`config.mk`:
```
export PLATFORM = sky130hd
export DESIGN_NAME = id_stage
export DESIGN_NICKNAME = d
export VERILOG_FILES = /design/src/rtl/id_stage.sv
export SDC_FILE = /design/constraint.sdc
export NUM_CORES = 2
export LEC_CHECK = 0
export CORE_ASPECT_RATIO = 0.8
export CORE_MARGIN = 1
export CORE_UTILIZATION = 35
export CTS_CLUSTER_SIZE = 28
export DETAILED_ROUTE_END_ITERATION = 6
export PLACE_DENSITY_LB_ADDON = 0.3
export SYNTH_ARGS = -nofsm -noshare
export SYNTH_HDL_FRONTEND = slang
export SYNTH_SLANG_ARGS = --single-unit
```
`constraint.sdc`:
```
create_clock -name clk -period 54.3 [get_ports clk]
set_clock_uncertainty 0.05 [all_clocks]
set_input_delay 10.86 -clock clk [delete_from_list [all_inputs] [get_ports clk]]
set_output_delay 10.86 -clock clk [all_outputs]
set_load 0.005 [all_outputs]
```
`src/rtl/id_stage.sv`:
```
// Decode stage of the 5-stage MIPS pipeline: IF/ID latch, 32-entry register file,
// opcode control decode, sign extension and the ID/EX pipeline register.
module id_stage #(
    parameter int DATA_W = 32,
    parameter int NREGS  = 32
) (
    input  logic              clk,
    input  logic              rst,
    input  logic [DATA_W-1:0] npc_in,
    input  logic [31:0]       instr_in,
    input  logic              stall,
    input  logic              flush,
    input  logic              wb_regwrite,
    input  logic [4:0]        wb_writereg,
    input  logic [DATA_W-1:0] wb_writedata,
    output logic [1:0]        wb_ctlout,
    output logic [2:0]        m_ctlout,
    output logic [3:0]        ex_ctlout,
    output logic [DATA_W-1:0] npcout,
    output logic [DATA_W-1:0] readdat1,
    output logic [DATA_W-1:0] readdat2,
    output logic [DATA_W-1:0] signext_out,
    output logic [4:0]        instr_2016,
    output logic [4:0]        instr_1511
);

    logic [DATA_W-1:0] ifid_npc;
    logic [31:0]       ifid_instr;
    logic [DATA_W-1:0] regs [NREGS];
    logic [4:0]        rs;
    logic [4:0]        rt;
    logic [DATA_W-1:0] rd_data1;
    logic [DATA_W-1:0] rd_data2;
    logic [DATA_W-1:0] sext;
    logic [1:0]        wb_ctl;
    logic [2:0]        m_ctl;
    logic [3:0]        ex_ctl;

    assign rs = ifid_instr[25:21];
    assign rt = ifid_instr[20:16];

    // Flush has priority over stall so a taken branch always kills the fetched slot.
    always_ff @(posedge clk or posedge rst) begin
        if (rst) begin
            ifid_npc   <= '0;
            ifid_instr <= '0;
        end else if (flush) begin
            ifid_npc   <= '0;
            ifid_instr <= '0;
        end else if (!stall) begin
            ifid_npc   <= npc_in;
            ifid_instr <= instr_in;
        end
    end

    always_ff @(posedge clk or posedge rst) begin
        if (rst) begin
            for (int i = 0; i < NREGS; i++) begin
                regs[i] <= '0;
            end
        end else if (wb_regwrite && (wb_writereg != 5'd0)) begin
            regs[wb_writereg] <= wb_writedata;
        end
    end

    // Write-first bypass: a same-cycle write-back is visible to the decode read.
    always_comb begin
        rd_data1 = '0;
        rd_data2 = '0;
        if (rs != 5'd0) begin
            rd_data1 = (wb_regwrite && (wb_writereg == rs)) ? wb_writedata : regs[rs];
        end
        if (rt != 5'd0) begin
            rd_data2 = (wb_regwrite && (wb_writereg == rt)) ? wb_writedata : regs[rt];
        end
    end

    always_comb begin
        wb_ctl = 2'b00;
        m_ctl  = 3'b000;
        ex_ctl = 4'b0000;
        case (ifid_instr[31:26])
            6'b000000: begin wb_ctl = 2'b10; m_ctl = 3'b000; ex_ctl = 4'b1100; end
            6'b100011: begin wb_ctl = 2'b11; m_ctl = 3'b010; ex_ctl = 4'b0001; end
            6'b101011: begin wb_ctl = 2'b00; m_ctl = 3'b001; ex_ctl = 4'b0001; end
            6'b000100: begin wb_ctl = 2'b00; m_ctl = 3'b100; ex_ctl = 4'b0010; end
            default:   begin wb_ctl = 2'b00; m_ctl = 3'b000; ex_ctl = 4'b0000; end
        endcase
    end

    assign sext = {{(DATA_W-16){ifid_instr[15]}}, ifid_instr[15:0]};

    // A stall turns the ID/EX slot into a bubble by zeroing only its control fields.
    always_ff @(posedge clk or posedge rst) begin
        if (rst) begin
            wb_ctlout   <= '0;
            m_ctlout    <= '0;
            ex_ctlout   <= '0;
            npcout      <= '0;
            readdat1    <= '0;
            readdat2    <= '0;
            signext_out <= '0;
            instr_2016  <= '0;
            instr_1511  <= '0;
        end else begin
            wb_ctlout   <= stall ? 2'b00   : wb_ctl;
            m_ctlout    <= stall ? 3'b000  : m_ctl;
            ex_ctlout   <= stall ? 4'b0000 : ex_ctl;
            npcout      <= ifid_npc;
            readdat1    <= rd_data1;
            readdat2    <= rd_data2;
            signext_out <= sext;
            instr_2016  <= ifid_instr[20:16];
            instr_1511  <= ifid_instr[15:11];
        end
    end

endmodule

```
==> metrics.csv <==
stage,metric,value,unit
outcome,status,"complete, no violations",
synth,Yosys Warn Count,0,
hold_path,Hold Startpoint,ifid_npc[8]$_DFFE_PP0P_,
hold_path,Hold Crit Class,reg -> reg,
worst_setup_path,CP required,55.01,ns
sta,unrepaired setup endpoints after global routing,no,
synth,syn_nets,4345,
sta,minimum clock period,14.46,ns
die,core area,0.172,mm²
finish,most frequent cells in the layout,"1,202 x dfrtp_1, 970 x mux2_2, 413 x mux2i_1",
routing,initial drt markers,3981,
worst_setup_path,Critical R2R Launch,ifid_instr[21]$_DFFE_PP0P_,
placed_design,Final GP Congestion,0.834,
clock_network,Clock transition at path regs,0.06,ns
die,Initial Utilization,35.3,%
synth,"Seq/Total Area, Yosys",49.9,%
worst_setup_path,Worst EP arrival,15.17,ns
synth,Post-synth EDFFs,0,
clock_network,root buf cell,clkbuf_16,
synth,Mapped Area,0.0608,mm²
sta,worst slew pin tran,1.36,ns
clock_network,CTS Buffer Depth,3,
pwr,power density over the cells,37.3,mW/mm²
finish,"commonest non-fill, non-tap cell in the layout",dfrtp_1,
placed_design,DP Wirelength,120000,µm
placed_design,Area after DPL,0.0650,mm²
finish,Final Net Count,4364,
die,Row Count,136,
synth,Synth Area in Compound Gates,6.17,%
clock_network,CTS tree,built,
finish,final instance area,0.0696,mm²
worst_setup_path,crit path launch,rst,
sta,Max Clk Rate,69.1,MHz
clock_network,total CTS buffers,136,
clock_network,H-Tree Depth,4,
clock_network,sink count of the clock tree,1211,
synth,distinct cell type count of the synthesized netlist,48,
global_routing,initial antenna violation count,9,
die,die height,375,µm
synth,Synth Area in Adders,0,%
worst_setup_path,startpoint class of the critical path,input port,
synth,Synth Register Bits,1211,
synth,XOR/XNOR Fraction of Synth Area,0.0288,%
worst_setup_path,critical path class,in -> async,
synth,Gate Count Post-Synth,4239,
pwr,Max IR drop VDD,31.2,µV
routing,post-DR wirelength/cell,30.6,µm
clock_network,Resized cells post-CTS,0,
synth,Synth async-reset ratio,100,%
synth,"Top FF cell, synth",dfrtp_1,
synth,largest family of logic cells by synthesized area,multiplexers,
routing,DRT antenna net count,0,
finish,Layout area overhead,14.6,%
sta,# setup viols final,0,
global_routing,first-pass GRT wire length,296000,µm
routing,final WL,203000,µm
global_routing,gr ovfl total,0,
finish,layout cells sized above 1,39.5,%
die,die area,0.175,mm²
pwr,Lkg Pwr,29.1,nW
sta,crit share post-route,26.6,%
global_routing,gr usage total,23.2,%
global_routing,largest net degree at the start of global routing,147,
sta,final hold viol count,0,
die,io pins,253,
sta,Pins Over Slew Limit,0,
routing,via count,39600,
routing,Pre-Repair DR Iteration Count,5,
routing,Via density,5.97,
sta,max_slew headroom,9.32,%
synth,syn avg cell area,14.3,µm²
job,MaxCap Viol Count,0,
synth,Simple-Gate Fraction of Synth Area,1.86,%
die,Die Span X,468,µm
worst_setup_path,CP endpoint kind,asynchronous set/reset pin,
placed_design,buffers added on ports,252,
routing,DRC viols,0,
clock_network,cts hold-fix bufs,0,
clock_network,clock latency at the later pin of the worst-skew pair,0.78,ns
synth,mux cell area share after synthesis,38.3,%
clock_network,"Setup Fix Bufs, Post-CTS",0,
global_routing,number of global-route vias before repair,40500,
worst_setup_path,Worst Path Max Fanout,146,
sta,Setup TNS Final,0,ns
## sequential cells by signal, summed over array words and instances (netlist names)
signal,count
npcout,32
m_ctlout,2
ifid_npc,32
wb_ctlout,1
instr_2016,5
ifid_instr,32
readdat2,32
signext_out,11
instr_1511,5
regs,1024
ex_ctlout,3
readdat1,32
## synth_stat cells (3+ instances only)
| cell | count | share of area, % |
|---|---|---|
| a22oi_1 | 105 | 1.3 |
| and2_1 | 5 | 0.051 |
| inv_2 | 3 | 0.019 |
| a2111oi_2 | 18 | 0.44 |
| buf_6 | 14 | 0.26 |
| mux2_1 | 22 | 0.41 |
| dfrtp_1 | 1211 | 50 |
| mux2_2 | 970 | 18 |
| o21ai_0 | 39 | 0.32 |
| or3_1 | 3 | 0.031 |
| a211o_1 | 3 | 0.043 |
| nor2_1 | 89 | 0.55 |
| o221ai_1 | 51 | 0.74 |
| o21ai_1 | 18 | 0.15 |
| nor2b_1 | 6 | 0.062 |
| a211oi_1 | 25 | 0.31 |
| clkbuf_1 | 212 | 1.3 |
| buf_1 | 61 | 0.38 |
| mux2i_1 | 413 | 6.8 |
| o22ai_1 | 24 | 0.25 |
| a22o_1 | 41 | 0.59 |
| nand2_1 | 102 | 0.63 |
| a31oi_1 | 31 | 0.32 |
| a221o_1 | 3 | 0.049 |
| buf_2 | 156 | 1.3 |
| buf_4 | 40 | 0.49 |
| and3_1 | 4 | 0.041 |
| mux4_2 | 353 | 13 |
| inv_1 | 9 | 0.056 |
| a21oi_1 | 104 | 0.86 |
| a32o_1 | 44 | 0.72 |
| nand3_1 | 8 | 0.066 |
| nor3_1 | 29 | 0.24 |
## path summary, 6_finish.rpt
kind | cells after the start | end | slack, ns
max | 6 | regs[704]$_DFFE_PP0P_ | 39.84
min | 0 | npcout[8]$_DFF_PP0_ | 0.31
max reg2reg | 7 | readdat1[4]$_DFF_PP0_ | 49.26
min reg2reg | 0 | npcout[8]$_DFF_PP0_ | 0.31
max in group clk | 6 | regs[583]$_DFFE_PP0P_ | 40.84
min in group asynchronous | 2 | ifid_npc[11]$_DFFE_PP0P_ | 10.50
## stage by stage
step           power [mW]  util [%]  hold WS (ns)  setup slack [ns]  std cells
2_1_floorplan        1.50         -         0.299              9.27       4239
6_report             2.60      40.5         0.311             39.84       6640
3_3_place_gp         1.63      37.8         0.308             38.91       6397
3_5_place_dp         1.65      37.8         0.310             38.90       6397
5_1_grt              2.70      40.5         0.321             39.22       6640
4_1_cts              2.61      40.5         0.311             39.72       6636
## logic make-up (layout without fill, tap and decap cells)
family,Yosys count,count (layout)
flip-flops,1211,1211
buffers and inverters,496,616
multiplexers,1758,1758
AO/OA/AOI/OAI,512,512
other,0,4
AND/OR/NAND/NOR,260,260
XOR/XNOR,2,2
## critical path, cell delays in order
cell and delay (ns):
clkdlybuf4s50_1 0.49, inv_8 0.43, buf_4 0.75, buf_4 0.79
buf_12 0.58, buf_4 0.84
## report_power, final
part | internal (mW) | switching, mW
logic | 0.265 | 0.200
clock network | 0.567 | 0.387
registers | 1.06 | 0.117
total | 1.89 | 0.704
## cell type report
| cell class | instances | area [µm²] |
|---|---|---|
| flip-flops and latches | 1211 | 30300 |
| well taps | 2277 | 2850 |
| diodes | 4 | 10.0 |
| repair buffers | 364 | 3410 |
| clock inverters | 33 | 478 |
| multi-input cells | 2532 | 28400 |
| inverters | 13 | 56.3 |
| clock buffers | 206 | 4090 |
| fillers | 15800 | 102000 |
## per-layer routing
metal	track usage [%]	vias up	wire [µm]
met5	0	-	23
met4	8.47	4	6950
li1	-	16200	-
met3	4.15	384	13700
met1	32.4	21600	87600
met2	36.1	1515	95200
(Power assumes the default switching activity.)
